`src/rtl/dep_adder_issuer_pkg.sv`:
```
`default_nettype none
// ============================================================================
// Module      : dep_pkg
// Description : Shared types and constants for the dependable-adder issuer.
// Revision    : 1.0 - initial release
// ============================================================================
package dep_pkg;

    typedef enum logic [1:0] {
        OP_ADD  = 2'b00,
        OP_SUB  = 2'b01,
        OP_RSUB = 2'b10,
        OP_ILL  = 2'b11
    } op_t;

    localparam logic [2:0] C_ADD  = 3'b001;
    localparam logic [2:0] C_SUB  = 3'b010;
    localparam logic [2:0] C_RSUB = 3'b100;

    localparam logic [1:0] XE_OK  = 2'b10;

    typedef logic [1:0] state_t;
    localparam state_t S_IDLE  = 2'd0;
    localparam state_t S_ISSUE = 2'd1;
    localparam state_t S_CHECK = 2'd2;
    localparam state_t S_RESP  = 2'd3;

    // Reference {carry, sum} the adder should produce for a given request
    function automatic logic [3:0] golden_sum(input op_t op, input logic [2:0] a,
                                              input logic [2:0] b);
        logic [3:0] w_a;
        logic [3:0] w_b;
        logic [3:0] w_na;
        logic [3:0] w_nb;
        w_a  = {1'b0, a};
        w_b  = {1'b0, b};
        w_na = {1'b0, ~a};
        w_nb = {1'b0, ~b};
        case (op)
            OP_ADD:  golden_sum = w_a + w_b;
            OP_SUB:  golden_sum = w_a + w_nb + 4'd1;
            OP_RSUB: golden_sum = w_na + w_b + 4'd1;
            default: golden_sum = 4'd0;
        endcase
    endfunction

endpackage
`default_nettype wire

```
`src/rtl/dep_adder_issuer_if.sv`:
```
`default_nettype none
// ============================================================================
// Module      : dep_adder_issuer_if
// Description : Request, response and adder-side bus of the issuer.
// Revision    : 1.0 - initial release
// ============================================================================
interface dep_adder_issuer_if;

    logic       req_valid;
    logic       req_ready;
    logic [1:0] req_op;
    logic [2:0] req_a;
    logic [2:0] req_b;

    logic [2:0] dut_a;
    logic [2:0] dut_b;
    logic       dut_par;
    logic [2:0] dut_c;
    logic [2:0] dut_x;
    logic       dut_xc;
    logic [1:0] dut_xe;

    logic       rsp_valid;
    logic       rsp_ready;
    logic [3:0] rsp_sum;
    logic       rsp_err;
    logic [2:0] rsp_retries;

    // Issuer side
    modport slave (
        input  req_valid, req_op, req_a, req_b,
        input  dut_x, dut_xc, dut_xe,
        input  rsp_ready,
        output req_ready,
        output dut_a, dut_b, dut_par, dut_c,
        output rsp_valid, rsp_sum, rsp_err, rsp_retries
    );

    // Requester / adder side
    modport master (
        output req_valid, req_op, req_a, req_b,
        output dut_x, dut_xc, dut_xe,
        output rsp_ready,
        input  req_ready,
        input  dut_a, dut_b, dut_par, dut_c,
        input  rsp_valid, rsp_sum, rsp_err, rsp_retries
    );

endinterface
`default_nettype wire

```
`src/rtl/dep_adder_issuer_operand_encoder.sv`:
```
`default_nettype none
// ============================================================================
// Module      : dep_operand_encoder
// Description : op/a/b -> one-hot control, odd parity bit and reference sum.
// Revision    : 1.0 - initial release
// ============================================================================
module dep_operand_encoder
    import dep_pkg::*;
(
    input  op_t        op,
    input  logic [2:0] a,
    input  logic [2:0] b,
    output logic [2:0] c,
    output logic       par,
    output logic [3:0] gold
);

    always_comb begin
        c = 3'b000;
        case (op)
            OP_ADD:  c = C_ADD;
            OP_SUB:  c = C_SUB;
            OP_RSUB: c = C_RSUB;
            default: c = 3'b000;
        endcase
    end

    // Odd parity across a, b and par together
    assign par  = ~(^a ^ ^b);
    assign gold = golden_sum(op, a, b);

endmodule
`default_nettype wire

```
`src/rtl/dep_adder_issuer.sv`:
```
`default_nettype none
// ============================================================================
// Module      : dep_adder_issuer
// Description : Issues ADD/SUB/RSUB to the TMR adder, checks and retries.
//               Optional DEP_GOLDEN_CHECK_EN adds a local reference compare.
// Revision    : 1.0 - initial release
// ============================================================================
module dep_adder_issuer
    import dep_pkg::*;
#(
    parameter int WIDTH       = 3,
    parameter int WAIT_CYCLES = 1,
    parameter int MAX_RETRY   = 2
) (
    input  logic                 clk,
    input  logic                 rst_n,
    dep_adder_issuer_if.slave    bus
);

    localparam int              c_cnt_w     = (WAIT_CYCLES < 2) ? 1 : $clog2(WAIT_CYCLES + 1);
    localparam logic [c_cnt_w-1:0] c_wait_load = c_cnt_w'(WAIT_CYCLES);
    localparam logic [c_cnt_w-1:0] c_wait_last = c_cnt_w'(1);
    localparam logic [2:0]      c_retry_max = 3'(MAX_RETRY);

    state_t               r_state;
    state_t               w_state_nxt;
    op_t                  r_op;
    logic [WIDTH-1:0]     r_a;
    logic [WIDTH-1:0]     r_b;
    logic [c_cnt_w-1:0]   r_wait;
    logic [2:0]           r_retries;
    logic [2:0]           r_x;
    logic                 r_xc;
    logic [1:0]           r_xe;
    logic [3:0]           r_rsp_sum;
    logic                 r_rsp_err;
    logic                 r_req_ready;

    logic [2:0]           w_c;
    logic                 w_par;
    logic [3:0]           w_gold;
    logic                 w_pass;
    logic                 w_accept;
    logic                 w_issuing;

    dep_operand_encoder u_encoder (
        .op   (r_op),
        .a    (r_a),
        .b    (r_b),
        .c    (w_c),
        .par  (w_par),
        .gold (w_gold)
    );

`ifdef DEP_GOLDEN_CHECK_EN
    assign w_pass = (r_xe == XE_OK) && ({r_xc, r_x} == w_gold);
`else
    logic w_unused_gold;
    assign w_unused_gold = ^w_gold;
    assign w_pass        = (r_xe == XE_OK);
`endif

    assign w_accept  = (r_state == S_IDLE) && bus.req_valid && r_req_ready;
    assign w_issuing = (r_state == S_ISSUE);

    // An illegal op spends one idle cycle in CHECK so its response lands
    // two cycles after accept, without ever driving the adder.
    always_comb begin
        w_state_nxt = r_state;
        case (r_state)
            S_IDLE: begin
                if (w_accept) begin
                    w_state_nxt = (op_t'(bus.req_op) == OP_ILL) ? S_CHECK : S_ISSUE;
                end
            end
            S_ISSUE: begin
                if (r_wait == c_wait_last) begin
                    w_state_nxt = S_CHECK;
                end
            end
            S_CHECK: begin
                if ((r_op == OP_ILL) || w_pass || (r_retries >= c_retry_max)) begin
                    w_state_nxt = S_RESP;
                end else begin
                    w_state_nxt = S_ISSUE;
                end
            end
            S_RESP: begin
                if (bus.rsp_ready) begin
                    w_state_nxt = S_IDLE;
                end
            end
            default: w_state_nxt = S_IDLE;
        endcase
    end

    always_ff @(posedge clk or negedge rst_n) begin
        if (!rst_n) begin
            r_state     <= S_IDLE;
            r_op        <= OP_ADD;
            r_a         <= '0;
            r_b         <= '0;
            r_wait      <= '0;
            r_retries   <= 3'd0;
            r_x         <= 3'd0;
            r_xc        <= 1'b0;
            r_xe        <= 2'b00;
            r_rsp_sum   <= 4'd0;
            r_rsp_err   <= 1'b0;
            r_req_ready <= 1'b0;
        end else begin
            r_state     <= w_state_nxt;
            r_req_ready <= (w_state_nxt == S_IDLE);
            case (r_state)
                S_IDLE: begin
                    if (w_accept) begin
                        r_op      <= op_t'(bus.req_op);
                        r_a       <= bus.req_a;
                        r_b       <= bus.req_b;
                        r_wait    <= c_wait_load;
                        r_retries <= 3'd0;
                    end
                end
                S_ISSUE: begin
                    r_wait <= r_wait - c_wait_last;
                    if (r_wait == c_wait_last) begin
                        r_x  <= bus.dut_x;
                        r_xc <= bus.dut_xc;
                        r_xe <= bus.dut_xe;
                    end
                end
                S_CHECK: begin
                    if (r_op == OP_ILL) begin
                        r_rsp_sum <= 4'd0;
                        r_rsp_err <= 1'b1;
                    end else if (w_pass) begin
                        r_rsp_sum <= {r_xc, r_x};
                        r_rsp_err <= 1'b0;
                    end else if (r_retries < c_retry_max) begin
                        r_retries <= r_retries + 3'd1;
                        r_wait    <= c_wait_load;
                    end else begin
                        r_rsp_sum <= {r_xc, r_x};
                        r_rsp_err <= 1'b1;
                    end
                end
                S_RESP: begin
                    if (bus.rsp_ready) begin
                        r_retries <= 3'd0;
                    end
                end
                default: ;
            endcase
        end
    end

    assign bus.req_ready   = r_req_ready;
    assign bus.dut_a       = w_issuing ? r_a   : '0;
    assign bus.dut_b       = w_issuing ? r_b   : '0;
    assign bus.dut_par     = w_issuing ? w_par : 1'b0;
    assign bus.dut_c       = w_issuing ? w_c   : 3'b000;
    assign bus.rsp_valid   = (r_state == S_RESP);
    assign bus.rsp_sum     = r_rsp_sum;
    assign bus.rsp_err     = r_rsp_err;
    assign bus.rsp_retries = r_retries;

endmodule
`default_nettype wire
```
`src/flat_wrapper.sv`:
```
// flat-port wrapper written by rule: the top's interface ports become plain ports
module dep_adder_issuer_flat import dep_pkg::*;
#(
    parameter int WIDTH       = 3,
    parameter int WAIT_CYCLES = 1,
    parameter int MAX_RETRY   = 2
)
  (clk, rst_n, bus_req_valid, bus_req_op, bus_req_a, bus_req_b, bus_dut_x, bus_dut_xc, bus_dut_xe, bus_rsp_ready, bus_req_ready, bus_dut_a, bus_dut_b, bus_dut_par, bus_dut_c, bus_rsp_valid, bus_rsp_sum, bus_rsp_err, bus_rsp_retries);
  dep_adder_issuer_if bus_i ();
  input  logic clk;
  input  logic rst_n;
  input wire logic [$bits(bus_i.req_valid)-1:0] bus_req_valid;
  input wire logic [$bits(bus_i.req_op)-1:0] bus_req_op;
  input wire logic [$bits(bus_i.req_a)-1:0] bus_req_a;
  input wire logic [$bits(bus_i.req_b)-1:0] bus_req_b;
  input wire logic [$bits(bus_i.dut_x)-1:0] bus_dut_x;
  input wire logic [$bits(bus_i.dut_xc)-1:0] bus_dut_xc;
  input wire logic [$bits(bus_i.dut_xe)-1:0] bus_dut_xe;
  input wire logic [$bits(bus_i.rsp_ready)-1:0] bus_rsp_ready;
  output wire logic [$bits(bus_i.req_ready)-1:0] bus_req_ready;
  output wire logic [$bits(bus_i.dut_a)-1:0] bus_dut_a;
  output wire logic [$bits(bus_i.dut_b)-1:0] bus_dut_b;
  output wire logic [$bits(bus_i.dut_par)-1:0] bus_dut_par;
  output wire logic [$bits(bus_i.dut_c)-1:0] bus_dut_c;
  output wire logic [$bits(bus_i.rsp_valid)-1:0] bus_rsp_valid;
  output wire logic [$bits(bus_i.rsp_sum)-1:0] bus_rsp_sum;
  output wire logic [$bits(bus_i.rsp_err)-1:0] bus_rsp_err;
  output wire logic [$bits(bus_i.rsp_retries)-1:0] bus_rsp_retries;
  assign bus_i.req_valid = bus_req_valid;
  assign bus_i.req_op = bus_req_op;
  assign bus_i.req_a = bus_req_a;
  assign bus_i.req_b = bus_req_b;
  assign bus_i.dut_x = bus_dut_x;
  assign bus_i.dut_xc = bus_dut_xc;
  assign bus_i.dut_xe = bus_dut_xe;
  assign bus_i.rsp_ready = bus_rsp_ready;
  assign bus_req_ready = bus_i.req_ready;
  assign bus_dut_a = bus_i.dut_a;
  assign bus_dut_b = bus_i.dut_b;
  assign bus_dut_par = bus_i.dut_par;
  assign bus_dut_c = bus_i.dut_c;
  assign bus_rsp_valid = bus_i.rsp_valid;
  assign bus_rsp_sum = bus_i.rsp_sum;
  assign bus_rsp_err = bus_i.rsp_err;
  assign bus_rsp_retries = bus_i.rsp_retries;
  dep_adder_issuer #(.WIDTH(WIDTH), .WAIT_CYCLES(WAIT_CYCLES), .MAX_RETRY(MAX_RETRY)) u_core (.clk(clk), .rst_n(rst_n), .bus(bus_i));
endmodule
```
`config.mk`:
```
export PLATFORM = sky130hd
export DESIGN_NAME = dep_adder_issuer_flat
export DESIGN_NICKNAME = d
export VERILOG_FILES = /design/src/rtl/dep_adder_issuer_pkg.sv /design/src/rtl/dep_adder_issuer_if.sv /design/src/rtl/dep_adder_issuer_operand_encoder.sv /design/src/rtl/dep_adder_issuer.sv /design/src/flat_wrapper.sv
export SDC_FILE = /design/constraint.sdc
export NUM_CORES = 1
export LEC_CHECK = 0
export CORE_MARGIN = 1
export CORE_UTILIZATION = 35
export DETAILED_ROUTE_END_ITERATION = 8
export PLACE_DENSITY = 0.58
export REMOVE_ABC_BUFFERS = 1
export SETUP_SLACK_MARGIN = 0.3
export SYNTH_ARGS = -nofsm -noshare
export SYNTH_HDL_FRONTEND = slang
export SYNTH_SLANG_ARGS = --single-unit
export TNS_END_PERCENT = 10
```
`constraint.sdc`:
```
create_clock -name clk -period 1.8 [get_ports clk]
set_input_delay 0.18 -clock clk [delete_from_list [all_inputs] [get_ports clk]]
set_output_delay 0.18 -clock clk [all_outputs]
set_load 0.01 [all_outputs]
```
After elaboration in Yosys (flattened, before gate mapping)
Index checks and enable logic that the tools add are counted.
{"block": "word_totals", "ram_bits": 0, "memories": 0, "latchBits": 0, "mem_bits_ro": 0, "reg_bits": 26, "in_bits": 18, "word_cells": 76}
{"block": "op_classes", "bitwise_logic": 2, "magnitude_cmp": 2, "n_eq_ne": 14, "mux": 28, "add_sub_neg": 2, "n_reduce_logical": 16, "multipliers": 0, "div_mod_pow": 0, "shifts": 0}
{"op": "3-bit two-way mux", "count": 8}
{"op": "3-bit case mux with 3 select lines", "count": 2}
{"op": "2-bit == test, second input constant", "count": 6}
{"op": "4-bit two-way mux", "count": 3}
{"op": "2-bit two-way mux", "count": 5}
{"op": "1-bit two-way mux", "count": 8}
{"op": "2-bit case mux with 4 select lines", "count": 1}
{"op": "2-bit logical NOT", "count": 3}
{"op": "2-bit inequality test, second input constant", "count": 3}
{"op": "2-bit AND reduction", "count": 3}
{"op": "6-bit AND reduction", "count": 1}
{"op": "3-bit nonzero test", "count": 2}
{"op": "3-bit parity", "count": 2}
{"op": "5-bit AND reduction", "count": 1}
{"op": "2-bit by 1-bit == test with 1-bit output, second input constant", "count": 2}
{"op": "2-bit by 1-bit inequality test with 1-bit output, second input constant", "count": 2}
{"op": "3-bit by 1-bit adder with 3-bit output, second input constant", "count": 1}
{"op": "3-bit by 2-bit greater-or-equal comparator with 1-bit output, second input constant", "count": 1}
{"op": "3-bit by 2-bit less-than comparator with 1-bit output, second input constant", "count": 1}
{"op": "3-bit by 1-bit inequality test with 1-bit output, second input constant", "count": 1}
{"op": "1-bit case mux with 3 select lines", "count": 1}
{"op": "1-bit logical AND", "count": 2}
{"op": "1-bit logical OR", "count": 2}
{"op": "1-bit inverter", "count": 1}
{"op": "2 further kinds", "count": 2}

Logic depth before layout (Yosys ltp)
Gate-level depths: netlist (run 1).
{"block": "depth", "word_depth": 6, "mapped_depth": 6}

Cells and area by module
Synthesis (run 1) repeated with hierarchy kept, for this count alone.
{"block": "hier_totals", "hier_cells": 156, "hier_area_um2": 1712.9}
{"mod": "dep_adder_issuer", "cells_per_inst": 104, "area_per_inst_um2": 1291.2, "instances": 1}
{"mod": "dep_operand_encoder", "cells_per_inst": 52, "area_per_inst_um2": 421.7, "instances": 1}

Least setup slack after synthesis (run 1)
Ideal clock, no wire load.
{"block": "synth_path", "path_kind": "reg2reg", "startpoint": "register u_core.r_retries[2] (netlist: u_core.bus.rsp_retries[2])", "endpoint": "register u_core.r_retries[0] (netlist: u_core.bus.rsp_retries[0])", "t_arrival_ns": 1.286, "stages_incl_launch_ff": 5, "setup_ns": 0.125, "synth_period_minus_slack_ns": 1.411, "n_path_buf": 0, "required_time_ns": 1.675, "setup_slack_ns": 0.389, "path_cell_list": "dfrtp_1 nor2_1 a31oi_2 a211oi_2 mux2_2"}
{"block": "synth_via", "elab_chain_cells": 3}
{"item": "start: declaration", "line": "dep_adder_issuer.sv:31", "rtl": "logic [2:0] r_retries;"}
{"item": "start signal: assignment", "line": "dep_adder_issuer.sv:140", "rtl": "r_retries <= r_retries + 3'd1;"}
{"item": "3-bit by 2-bit less-than comparator with 1-bit output", "line": "dep_adder_issuer.sv:139", "rtl": "end else if (r_retries < c_retry_max) begin"}
{"item": "2-bit by 1-bit inequality test with 1-bit output (no line)"}
{"item": "6-bit AND reduction (no line)"}
Every way passes these cells.
A chain may end at the register's enable or synchronous reset.

Worst setup path in the final report (run 1)
{"block": "layout_path", "startpoint": "register u_core.r_state[1]", "endpoint": "register u_core.r_retries[1] (netlist: u_core.bus.rsp_retries[1])"}
{"block": "layout_via", "elab_chain_cells": 5, "elab_cells_between_ends": 13, "cone_classes": "eq/ne (7); mux (1); reduce/logical (5)"}
{"item": "start: declaration", "line": "dep_adder_issuer.sv:25", "rtl": "state_t r_state;"}
{"item": "start signal: assignment", "line": "dep_adder_issuer.sv:112", "rtl": "r_state <= w_state_nxt;"}
{"item": "2-bit logical NOT", "line": "dep_adder_issuer.sv:63, dep_adder_issuer.sv:114"}
{"item": "1-bit logical AND (2 in series)", "line": "dep_adder_issuer.sv:63", "rtl": "assign w_accept = (r_state == S_IDLE) && bus.req_valid && r_req_ready;"}
{"item": "2-bit by 1-bit inequality test with 1-bit output (no line)"}
{"item": "6-bit AND reduction (no line)"}
Several ways; a longest one is shown, not always the timed one.

==> parameters.txt, run 1 <==
Parameter                              Value

Final layout
  Final non-filler cell area ... a little under 0.002 mm²
  Area growth, synth to finish ... 53.06%
  FF+latch area ... 651.9 µm²
  Combined area of the multi-input logic cells ... 665.6 µm²
  Number of nets at the end of the flow ... 186
  Antenna diode count ... 0
  Filler cell count in the final layout ... 295
  Ratio of cells with drive above 1 in the final layout ... 0.3675

Critical path
  Start of the worst register-to-register path ... u_core.r_state[1]
  Length in cells of the worst reg-to-reg path ... 8
  Chain of cells forming the critical path ... buf_6 -> buf_6 -> buf_6 -> nand2b_4 -> a31oi_4 -> a211oi_2 -> buf_4 -> mux2_4
  Depth of the critical timing path with buffers and inverters included ... 8
  Setup slack, reg-to-reg ... about 0.18 ns
  Category of the critical setup timing path ... reg -> reg
  Required time worst endpoint ... 2.03 ns
  Data arrival time of the critical path ... 1.85 ns
  Destination of the critical timing path ... u_core.bus.rsp_retries[1]
  Critical Path Start Type ... flip-flop
  Peak fanout along the critical path ... 6
  Slowest library cell on the worst path ... sky130_fd_sc_hd__dfrtp_1
  Count of buffering cells on the critical path with inverters included ... 4
  Cell family contributing the most delay on the critical path ... buffers and inverters
  Endpoint of the lowest-slack register-to-register path ... u_core.bus.rsp_retries[1]
  Kind of capture point of the worst setup path ... flip-flop
  Most frequent cell on the critical path ... sky130_fd_sc_hd__buf_6
  Delay of the slowest cell on the worst path ... 0.43 ns
  Worst Setup SP ... u_core.r_state[1]

Power and ir drop
  Switching share of power ... 0.3477
  Share of total power in combinational logic ... 0.578
  Internal power consumption ... 2279 µW
  Cell leakage power ... 0.0008742 µW
  Switching pwr ... 1215 µW
  VDD IR max ... roughly 0.65 mV
  Power density over the cells ... around 1800 mW/mm²
  Sequential fraction of design power ... 0.306
  Clock power frac ... 0.116

Clock tree
  Clock tree from TritonCTS ... built
  Number of buffers inserted during clock tree synthesis ... 3
  Root buf cell ... sky130_fd_sc_hd__clkbuf_4
  CTS sink count ... 26
  Clock transition at path regs ... about 0.15 ns
  Depth of the CTS H-tree ... 1
  Clock Path Buffers ... 2
  Insertion delay of the later-clocked pin in the worst-skew pair ... 0.32 ns

STA
  Headroom to the max-slew limit ... 0.7810
  Final worst setup slack ... 0.1791 ns
  Worst clock skew on the final layout ... 0.01001 ns
  Final-report max-slew violation count ... 0
  Setup repair after global routing missed its margin ... true
  Time the worst path needs with I/O delays and setup ... 1.621 ns
  # setup viols final ... 0
  Hold violation total from the final report ... 0
  Final period utilization ... 0.9005
  Highest attainable clock frequency ... 616.9 MHz
  Slew at the pin closest to its max-slew limit ... 0.3285 ns

Detailed routing
  Total wirelength of the detailed-routed design ... 2.876 mm
  Post-detailed-route via-to-cell ratio ... 4.750
  Post-route DRC ... 0
  Number of nets with antenna violations after routing ... 0
  Average routed wire per standard cell ... 13.57 µm
  First-pass iteration count of the detailed router ... 4
  Vias after detailed routing ... 1007
  First-iteration detailed-routing DRC count ... 30

Floorplanning
  Top-level port count ... 38
  Standard cell core area ... 0.003390 mm²
  Die extent in x ... between 60 and 70 µm
  Die extent in y ... 62.15 µm
  Effective utilization at floorplan ... 0.3736
  Full die area ... about 0.0039 mm²
  Number of placement rows ... 21

Placement
  Buffers on Ports ... 37
  Placed cell area ... 0.001712 mm²
  Post-detail-place hpwl ... roughly 1.9 mm
  Post-place setup slack ... 0.1083 ns
  Global placer's final weighted congestion ... 0.7509

Synthesis
  Synthesized area ... 0.001266 mm²
  Cell count after synthesis ... 109
  Sequential fraction of the synthesis area ... 0.5138
  Total number of yosys warnings ... 0
  Mapped Avg Cell Area ... around 12 µm²
  Count of distinct cell types in the synthesized netlist ... 27
  Number of register bits inferred by synthesis ... 26

GRT
  Number of antenna violations at the first check in global routing ... 0
  Via count of the first global-routing pass ... 1084
  Total global routing overflow ... 0
  First-pass GRT wire length ... 4.843 mm
  GR Util All Layers ... 0.1581
  Maximum number of pins on one net before global-route repair ... 27

Outcome
  Outcome ... finished, final reports clean

Worst hold path
  Type of the most critical hold path ... in -> async

Job
  Max capacitance violation total ... 0
what timing repair did:
item / in CTS / in global routing
hold endpoints to repair: 0 / 0
setup endpoints to repair: 22 / 41
resized for setup: 53 / 11
buffers inserted: 12 / 2
hold buffers: 0 / 0
pin swaps: 4 / 2
power by group through the flow:
| stage | registers (µW) | clock network, µW | logic, µW |
|---|---|---|---|
| 2_1_floorplan | 1110 | 0 | 915 |
| 3_3_place_gp | 1090 | 0 | 1550 |
| 3_5_place_dp | 1090 | 0 | 1580 |
| 4_1_cts | 1060 | 416 | 1860 |
| 5_1_grt | 1100 | 446 | 2200 |
| 6_report | 1070 | 404 | 2020 |
state kept, by name (all words and copies together) (netlist names):
register,flops
u_core.bus.req_ready,1
u_core.r_b,3
u_core.bus.rsp_err,1
u_core.r_a,3
u_core.bus.rsp_sum,4
u_core.r_op,2
u_core.bus.rsp_retries,3
u_core.r_xc,1
u_core.r_xe,2
u_core.r_wait,1
u_core.r_state,2
u_core.r_x,3
cell usage after synthesis, drive strengths merged:
library cell	count	area, µm²
dfrtp	26	650.6
mux2	17	191.4
nor2	8	30.03
and2	7	43.79
inv	5	18.77
xnor2	5	43.79
buf	4	27.52
nand2	4	15.01
nand2b	4	32.53
nand3	4	20.02
o21ai	4	20.02
a21oi	3	15.01
nor3b	3	22.52
a211oi	2	25.02
nor3	2	10.01
xor2	2	17.52
a211o	1	8.760
a21boi	1	7.510
a2bb2oi	1	8.760
a31oi	1	12.51
and2b	1	8.760
ha	1	12.51
nor2b	1	6.260
nor4bb	1	10.01
o21bai	1	7.510
worst register-to-register path, stage by stage, from the launching register on:
cell and delay (ns):
sky130_fd_sc_hd__dfrtp_1 0.43, sky130_fd_sc_hd__buf_6 0.13, sky130_fd_sc_hd__buf_6 0.11, sky130_fd_sc_hd__buf_6 0.12
sky130_fd_sc_hd__nand2b_4 0.08, sky130_fd_sc_hd__a31oi_4 0.04, sky130_fd_sc_hd__a211oi_2 0.16, sky130_fd_sc_hd__buf_4 0.17
sky130_fd_sc_hd__mux2_4 0.30
cell families (layout without fill, tap and decap cells):
logic type	Yosys count	after routing	share of synthesized area
adder cells (fa/ha/maj)	1	1	0.009880
multiplexers	17	17	0.1512
buffers and inverters	9	66	0.03656
XOR/XNOR	7	7	0.04842
flip-flops	26	26	0.5138
AO/OA/AOI/OAI	14	14	0.08300
AND/OR/NAND/NOR	35	35	0.1571
worst min-delay path by stage:
stage	endpoint	slack, ns	cells after the start
finish	u_core.r_op[0]	0.20	2
global route	u_core.r_b[2]	0.21	2
CTS	u_core.r_b[2]	0.22	2
detailed placement	u_core.bus.rsp_sum[2]	0.49	2
global placement	u_core.r_xe[0]	0.48	1
floorplan	u_core.bus.req_ready	-0.12	0
routing by layer:
metal | track usage | up-vias | part of all wire
met5 | 0 | - | 0
met4 | 0.06977 | 0 | 0.0052
met3 | 0.03125 | 2 | 0.049
met2 | 0.2830 | 26 | 0.50
met1 | 0.1815 | 495 | 0.44
li1 | - | 484 | -
layout by cell type (no fill, tap or decap), drive strengths merged, types with 2 or more instances in the layout:
| cell type | count |
|---|---|
| a21oi | 3 |
| nand2b | 4 |
| clkdlybuf4s50 | 26 |
| clkbuf | 3 |
| a211oi | 2 |
| nor3 | 2 |
| and2 | 7 |
| xor2 | 2 |
| nand3 | 4 |
| mux2 | 17 |
| dlygate4sd2 | 2 |
| nor3b | 3 |
| o21ai | 4 |
| dfrtp | 26 |
| nor2 | 8 |
| inv | 5 |
| xnor2 | 5 |
| nand2 | 4 |
| buf | 29 |
metrics by stage:
stage / total power, µW / cells / setup TNS [ns] / utilization / hold WS (ns)
detailed placement: 2672 / 194 / 0 / 0.5050 / 0.4921
finish: 3494 / 212 / 0 / 0.5718 / 0.2047
CTS: 3338 / 210 / 0 / 0.5519 / 0.2168
global placement: 2638 / 194 / 0 / 0.5050 / 0.4807
global route: 3751 / 212 / 0 / 0.5718 / 0.2070
floorplan: 2025 / 105 / -2.192 / - / -0.1156
cell type report:
type / count / area share
Multi-Input combinational cell: 74 / 0.3434
Clock buffer: 3 / 0.01162
Timing Repair Buffer: 57 / 0.2537
Inverter: 5 / 0.009684
Sequential cell: 26 / 0.3363
Clock inverter: 1 / 0.01549
Tap cell: 46 / 0.02970
Note: power is estimated with default switching activity, not from simulation.
==> run 2: changes to the inputs <==
Settings changed: PLACE_DENSITY 0.58 to 0.61.
Clock period 1.8 ns to 1.35 ns, I/O delays scaled along.
==> run 2 against run 1 <==
Net effect: the run now ends with setup timing left; via count grew 2.9%; non-clock buffer count grew 7; fmax grew 3.1%; critical path depth shrank 1; utilization grew 3.9 points; largest cell class unchanged.
==> parameters.txt, run 2 (synthesis gave the netlist of run 1 again) <==
Parameter                              Value

Final layout
  Filler cell count in the final layout ... ~270
  Most common library cell in the layout ignoring fill and taps ... sky130_fd_sc_hd__dfrtp_1
  Antenna diode count ... 0
  Final non-filler cell area ... 0.002072 mm²
  Area growth, synth to finish ... 63.64%
  Max reg flops ... 4
  Number of nets at the end of the flow ... 193
  Ratio of cells with drive above 1 in the final layout ... 0.5318
  Commonest non-fill, non-tap cells in the layout ... sky130_fd_sc_hd__dfrtp_1, sky130_fd_sc_hd__buf_4, sky130_fd_sc_hd__clkdlybuf4s50_1, sky130_fd_sc_hd__buf_6, sky130_fd_sc_hd__mux2_4

Floorplanning
  Top-level port count ... 38
  Die extent in x ... slightly above 60 µm
  Full die area ... between 0.003 and 0.004 mm²
  Effective utilization at floorplan ... 0.3736
  Die extent in y ... slightly above 60 µm
  Number of placement rows ... 21
  Standard cell core area ... 0.003390 mm²

Critical path
  Kind of capture point of the worst setup path ... flip-flop
  Peak fanout along the critical path ... 6
  Delay of the slowest cell on the worst path ... 0.44 ns
  Category of the critical setup timing path ... reg -> reg
  Required time worst endpoint ... 1.57 ns
  Slowest library cell on the worst path ... sky130_fd_sc_hd__dfrtp_1
  Chain of cells forming the critical path ... buf_6 -> buf_8 -> nand2b_4 -> a31oi_4 -> a211oi_2 -> buf_4 -> mux2_4
  Data arrival time of the critical path ... ~1.8 ns
  Critical Path Start Type ... flip-flop

STA
  Time the worst path needs with I/O delays and setup ... 1.573 ns
  Slew at the pin closest to its max-slew limit ... 0.3256 ns
  Headroom to the max-slew limit ... 0.7829
  # setup viols final ... 31
  Final period utilization ... 1.165
  Final worst setup slack ... -0.2227 ns
  Hold violation total from the final report ... 0
  Highest attainable clock frequency ... about 640 MHz
  Final-report max-slew violation count ... 0
  Hold WS ... 0.1750 ns
  Worst clock skew on the final layout ... between 0.006 and 0.007 ns
  Setup repair after global routing missed its margin ... true

Placement
  Placed cell area ... 0.001787 mm²
  Buffers on Ports ... 37
  Post-detail-place hpwl ... about 1.9 mm
  Post-place setup slack ... -0.2959 ns
  Global placer's final weighted congestion ... about 0.72

Power and ir drop
  VDD IR max ... about 0.96 mV
  Cell leakage power ... 0.0009646 µW
  Power density over the cells ... between 2000 and 2500 mW/mm²

Clock tree
  Number of buffers inserted during clock tree synthesis ... 3
  Depth of the CTS H-tree ... 1
  Clock transition at path regs ... 0.14 ns
  Root buf cell ... sky130_fd_sc_hd__clkbuf_4
  Clock Path Buffers ... 2
  Clock tree from TritonCTS ... built
  CTS sink count ... 26
  Insertion delay of the later-clocked pin in the worst-skew pair ... about 0.32 ns

Detailed routing
  First-pass iteration count of the detailed router ... 4
  Post-detailed-route via-to-cell ratio ... 4.731
  Number of nets with antenna violations after routing ... 0
  Average routed wire per standard cell ... between 10 and 15 µm
  Vias after detailed routing ... 1036
  Post-route DRC ... 0
  Total wirelength of the detailed-routed design ... 2.908 mm
  First-iteration detailed-routing DRC count ... 31

GRT
  Number of antenna violations at the first check in global routing ... 0
  Maximum number of pins on one net before global-route repair ... 27
  GR Util All Layers ... 0.1586
  Total global routing overflow ... 0
  First-pass GRT wire length ... 4.816 mm
  Via count of the first global-routing pass ... between 1000 and 1500

Outcome
  Outcome ... finished, violations left
  Violated checks ... setup timing

Job
  Max capacitance violation total ... 0

Worst hold path
  Type of the most critical hold path ... in -> async
## run 2: cell count changes in the layout (fill, tap and decap cells not counted), moves of 2 or more
cell | before | now
sky130_fd_sc_hd__o21ai_0 | 4 | 1
sky130_fd_sc_hd__o21ai_1 | 0 | 2
sky130_fd_sc_hd__nand3_2 | 0 | 3
sky130_fd_sc_hd__dlygate4sd2_1 | 2 | 0
sky130_fd_sc_hd__buf_2 | 9 | 12
sky130_fd_sc_hd__buf_4 | 15 | 17
sky130_fd_sc_hd__and2_1 | 7 | 2
sky130_fd_sc_hd__buf_6 | 5 | 17
sky130_fd_sc_hd__and2_4 | 0 | 5
sky130_fd_sc_hd__mux2_4 | 11 | 13
sky130_fd_sc_hd__clkdlybuf4s50_1 | 26 | 17
sky130_fd_sc_hd__nand3_1 | 4 | 1
sky130_fd_sc_hd__mux2_2 | 6 | 4
## run 2: worst paths after layout
| path | from | endpoint | slack (ns) | cells after the start |
|---|---|---|---|---|
| min in group clk | bus_dut_xe[0] | u_core.r_xe[0] | 0.42 | 2 |
| worst min-delay path | rst_n | u_core.r_wait | 0.17 | 2 |
| worst max register to register | u_core.r_state[1] | u_core.bus.rsp_retries[1] | -0.22 | 7 |
| max in group asynchronous | rst_n | u_core.r_state[0] | 0.92 | 2 |
| worst min register to register | u_core.r_xe[0] | u_core.r_xe[0] | 0.52 | 1 |
| worst max-delay path | u_core.r_state[1] | u_core.bus.rsp_retries[1] | -0.22 | 7 |
## run 2: per-layer routing
| metal | vias to the layer above | track usage | routed length (µm) |
|---|---|---|---|
| met5 | - | 0 | 0 |
| met4 | 0 | 0.06105 | 16 |
| met3 | 2 | 0.02206 | 126 |
| met2 | 32 | 0.2555 | 1392 |
| met1 | 507 | 0.2161 | 1372 |
| li1 | 495 | - | - |
## run 2: where the power goes
part           total [µW]  internal (µW)  switching, µW  leakage [µW]
clock network         396            165            232     0.0000210
registers            1470           1150            323      0.000315
logic                3000           1800           1200      0.000629
## run 2: final cells by class
type                    count  area [µm²]  area share
clock buffers               4       36.28     0.01751
inverters                   5       18.77    0.009058
multi-input cells          74       743.2      0.3587
flip-flops and latches     26       651.9      0.3146
well taps                  46       57.56     0.02778
repair buffers             64       564.3      0.2723
## run 2: critical path: cells and delay by family (launching register included)
| family | cells | cell delay, ns |
|---|---|---|
| AO/OA/AOI/OAI | 2 | 0.23 |
| multiplexers | 1 | 0.29 |
| AND/OR/NAND/NOR | 1 | 0.08 |
| flip-flops | 1 | 0.44 |
| buffers and inverters | 3 | 0.43 |
## run 2: repair_timing
item,CTS,global route
buffers inserted,7,3
gates resized for setup,119,24
pin swaps,11,9
cloned,1,0
hold buffers,0,0
setup endpoints to repair,46,42
hold endpoints to repair,0,0
## run 2: metrics by stage
stage	total power (µW)	std cells	setup TNS [ns]	utilization
floorplan	2700	105	-8.151	-
detailed placement	3744	204	-5.358	0.5271
CTS	4658	216	-5.069	0.5851
global placement	3683	204	-4.198	0.5271
global route	5185	219	-6.264	0.6113
finish	4873	219	-4.250	0.6113
==> run 3: changes to the inputs <==
Settings changed: CORE_MARGIN 1 to 2, REMOVE_ABC_BUFFERS 1 to unset.
==> run 3 against run 2 <==
Net effect: die area is 6.5% higher; critical path depth shrank 1; clock skew grew 0.0019 ns; the flow still finishes with violations (setup timing); non-clock buffer count increased by 3; final area is 1.1% higher; utilization is 0.19 points higher; sequential cell count is the same; setup slack worse by 0.0063 ns; worst hold slack worse by 0.018 ns; critical endpoint is now u_core.bus.rsp_retries[2].
==> parameters.txt, run 3 (synthesis gave the netlist of run 1 again) <==
Parameter                              Value

Floorplanning
  Number of placement rows ... 21
  Standard cell core area ... 0.003416 mm²
  Die extent in x ... 64.15 µm
  Full die area ... 0.004115 mm²
  Effective utilization at floorplan ... 0.3707
  Die extent in y ... 64.15 µm
  Top-level port count ... 38

STA
  Hold WS ... 0.1574 ns
  Final-report max-slew violation count ... 0
  Final worst setup slack ... -0.2290 ns
  Slew at the pin closest to its max-slew limit ... 0.3174 ns
  Worst clock skew on the final layout ... 0.008185 ns
  Hold violation total from the final report ... 0
  # setup viols final ... 31
  Setup repair after global routing missed its margin ... true
  Time the worst path needs with I/O delays and setup ... 1.579 ns
  Headroom to the max-slew limit ... 0.7884
  Highest attainable clock frequency ... 633.3 MHz
  Final period utilization ... 1.170

Final layout
  Ratio of cells with drive above 1 in the final layout ... 0.5114
  Combined area of the multi-input logic cells ... 718.2 µm²
  Max reg flops ... 4
  Area growth, synth to finish ... 65.42%
  Commonest non-fill, non-tap cells in the layout ... sky130_fd_sc_hd__dfrtp_1, sky130_fd_sc_hd__clkdlybuf4s50_1, sky130_fd_sc_hd__buf_4
  Number of nets at the end of the flow ... 196
  Antenna diode count ... 0
  Most common library cell in the layout ignoring fill and taps ... sky130_fd_sc_hd__dfrtp_1
  Final non-filler cell area ... 0.002095 mm²
  FF+latch area ... 650.6 µm²
  Filler cell count in the final layout ... 298

Power and ir drop
  Power density over the cells ... 2424 mW/mm²
  Final Power ... between 5000 and 6000 µW
  VDD IR max ... 1.198 mV
  Switching pwr ... 1763 µW
  Switching share of power ... 0.3472
  Cell leakage power ... 0.0009768 µW
  Sequential fraction of design power ... 0.287
  Share of total power in combinational logic ... 0.610
  Internal power consumption ... roughly 3300 µW
  Clock power frac ... 0.103

Critical path
  Slowest library cell on the worst path ... sky130_fd_sc_hd__dfrtp_1
  Category of the critical setup timing path ... reg -> reg
  Start of the worst register-to-register path ... u_core.r_state[0]
  Length in cells of the worst reg-to-reg path ... 6
  Delay of the slowest cell on the worst path ... roughly 0.43 ns
  Cell family contributing the most delay on the critical path ... flip-flops
  Kind of capture point of the worst setup path ... flip-flop
  Data arrival time of the critical path ... roughly 1.8 ns
  Setup slack, reg-to-reg ... -0.23 ns
  Peak fanout along the critical path ... 3
  Required time worst endpoint ... ~1.6 ns
  Critical Path Start Type ... flip-flop
  Count of buffering cells on the critical path with inverters included ... 3
  Chain of cells forming the critical path ... buf_6 -> buf_8 -> a211oi_4 -> a211oi_2 -> buf_4 -> mux2_4
  Endpoint of the lowest-slack register-to-register path ... u_core.bus.rsp_retries[2]

Clock tree
  CTS sink count ... 26
  Clock Path Buffers ... 2
  Depth of the CTS H-tree ... 1
  Number of buffers inserted during clock tree synthesis ... 3
  Insertion delay of the later-clocked pin in the worst-skew pair ... 0.32 ns
  CTS hold repair buffers ... 0
  Clock tree from TritonCTS ... built
  Root buf cell ... sky130_fd_sc_hd__clkbuf_4
  Clock transition at path regs ... 0.14 ns

Outcome
  Outcome ... finished, violations left
  Violated checks ... setup timing

Detailed routing
  Detail Route met2 WL ... 1.547 mm
  Average routed wire per standard cell ... between 10 and 15 µm
  Met3 Routed Length ... 112 µm
  Wire length on met1 ... 1.319 mm
  Number of nets with antenna violations after routing ... 0
  First-iteration detailed-routing DRC count ... 22
  Vias after detailed routing ... slightly above 1000
  First-pass iteration count of the detailed router ... 2
  Post-detailed-route via-to-cell ratio ... 4.599
  Post-route DRC ... 0
  Total wirelength of the detailed-routed design ... ~3.0 mm
  Uppermost signal routing layer after detailed routing ... met4

Placement
  Placed cell area ... between 0.0015 and 0.002 mm²
  Post-place setup slack ... -0.2836 ns
  Post-detail-place hpwl ... 2.006 mm
  Buffers on Ports ... 37
  Global placer's final weighted congestion ... 0.6906

GRT
  Number of antenna violations at the first check in global routing ... 0
  Total global routing overflow ... 0
  Maximum number of pins on one net before global-route repair ... 27
  Via count of the first global-routing pass ... 1040
  GR Util All Layers ... 0.1499
  First-pass GRT wire length ... 4.857 mm

Worst hold path
  Type of the most critical hold path ... in -> async

Synthesis
  Net count after synthesis ... 128

Job
  Max capacitance violation total ... 0
## run 3: cell types whose count changed in the layout (fill, tap and decap cells not counted), sizes merged
cell / previous run / this run
buf: 47 / 50
bufinv: 0 / 1
clkbuf: 4 / 3
## run 3: metrics by stage
| step | TNS (ns) | instances | util |
|---|---|---|---|
| after floorplan | -0.2357 | 109 | - |
| after global placement | -4.412 | 207 | 0.5304 |
| after detailed placement | -4.926 | 207 | 0.5304 |
| after CTS | -3.903 | 220 | 0.5886 |
| after global routing | -5.966 | 222 | 0.6132 |
| final | -4.160 | 222 | 0.6132 |
## run 3: worst max-delay path by stage
stage	cells past startpoint	from	endpoint	slack, ns
after detailed placement	6	bus_req_valid	u_core.bus.req_ready	-0.28
after global routing	4	u_core.r_state[1]	bus_dut_b[1]	-0.28
after CTS	4	u_core.r_state[1]	bus_dut_b[1]	-0.21
final	6	u_core.r_state[0]	u_core.bus.rsp_retries[2]	-0.23
after global placement	6	bus_req_valid	u_core.bus.req_ready	-0.22
after floorplan	4	u_core.bus.rsp_retries[2]	u_core.bus.rsp_retries[0]	-0.04
## run 3: final cells by class
type                       count  area share
clock buffer                   3     0.01075
clock inverter                 1     0.01434
inverter                       5    0.008961
multi-input combinational     74      0.3429
sequential                    26      0.3106
tap                           46     0.02748
timing repair buffer          67      0.2849
## run 3: repair_timing
item,in CTS,in global routing
resized for setup,118,11
setup buffers,9,2
endpoints found under the setup margin,46,43
pin swaps,9,6
## run 3: metal layers
metal | up-vias | GRT usage
met5 | - | 0
met4 | 0 | 0.02394
met3 | 2 | 0.03521
met2 | 19 | 0.2565
met1 | 499 | 0.1966
li1 | 501 | -
## run 3: power by group through the flow
| stage | logic [µW] | registers [µW] | clock network [µW] |
|---|---|---|---|
| finish | 3100 | 1460 | 522 |
| global route | 3340 | 1510 | 566 |
| CTS | 2850 | 1440 | 535 |
| detailed placement | 2400 | 1420 | 0 |
| global placement | 2370 | 1400 | 0 |
| floorplan | 1350 | 1420 | 0 |
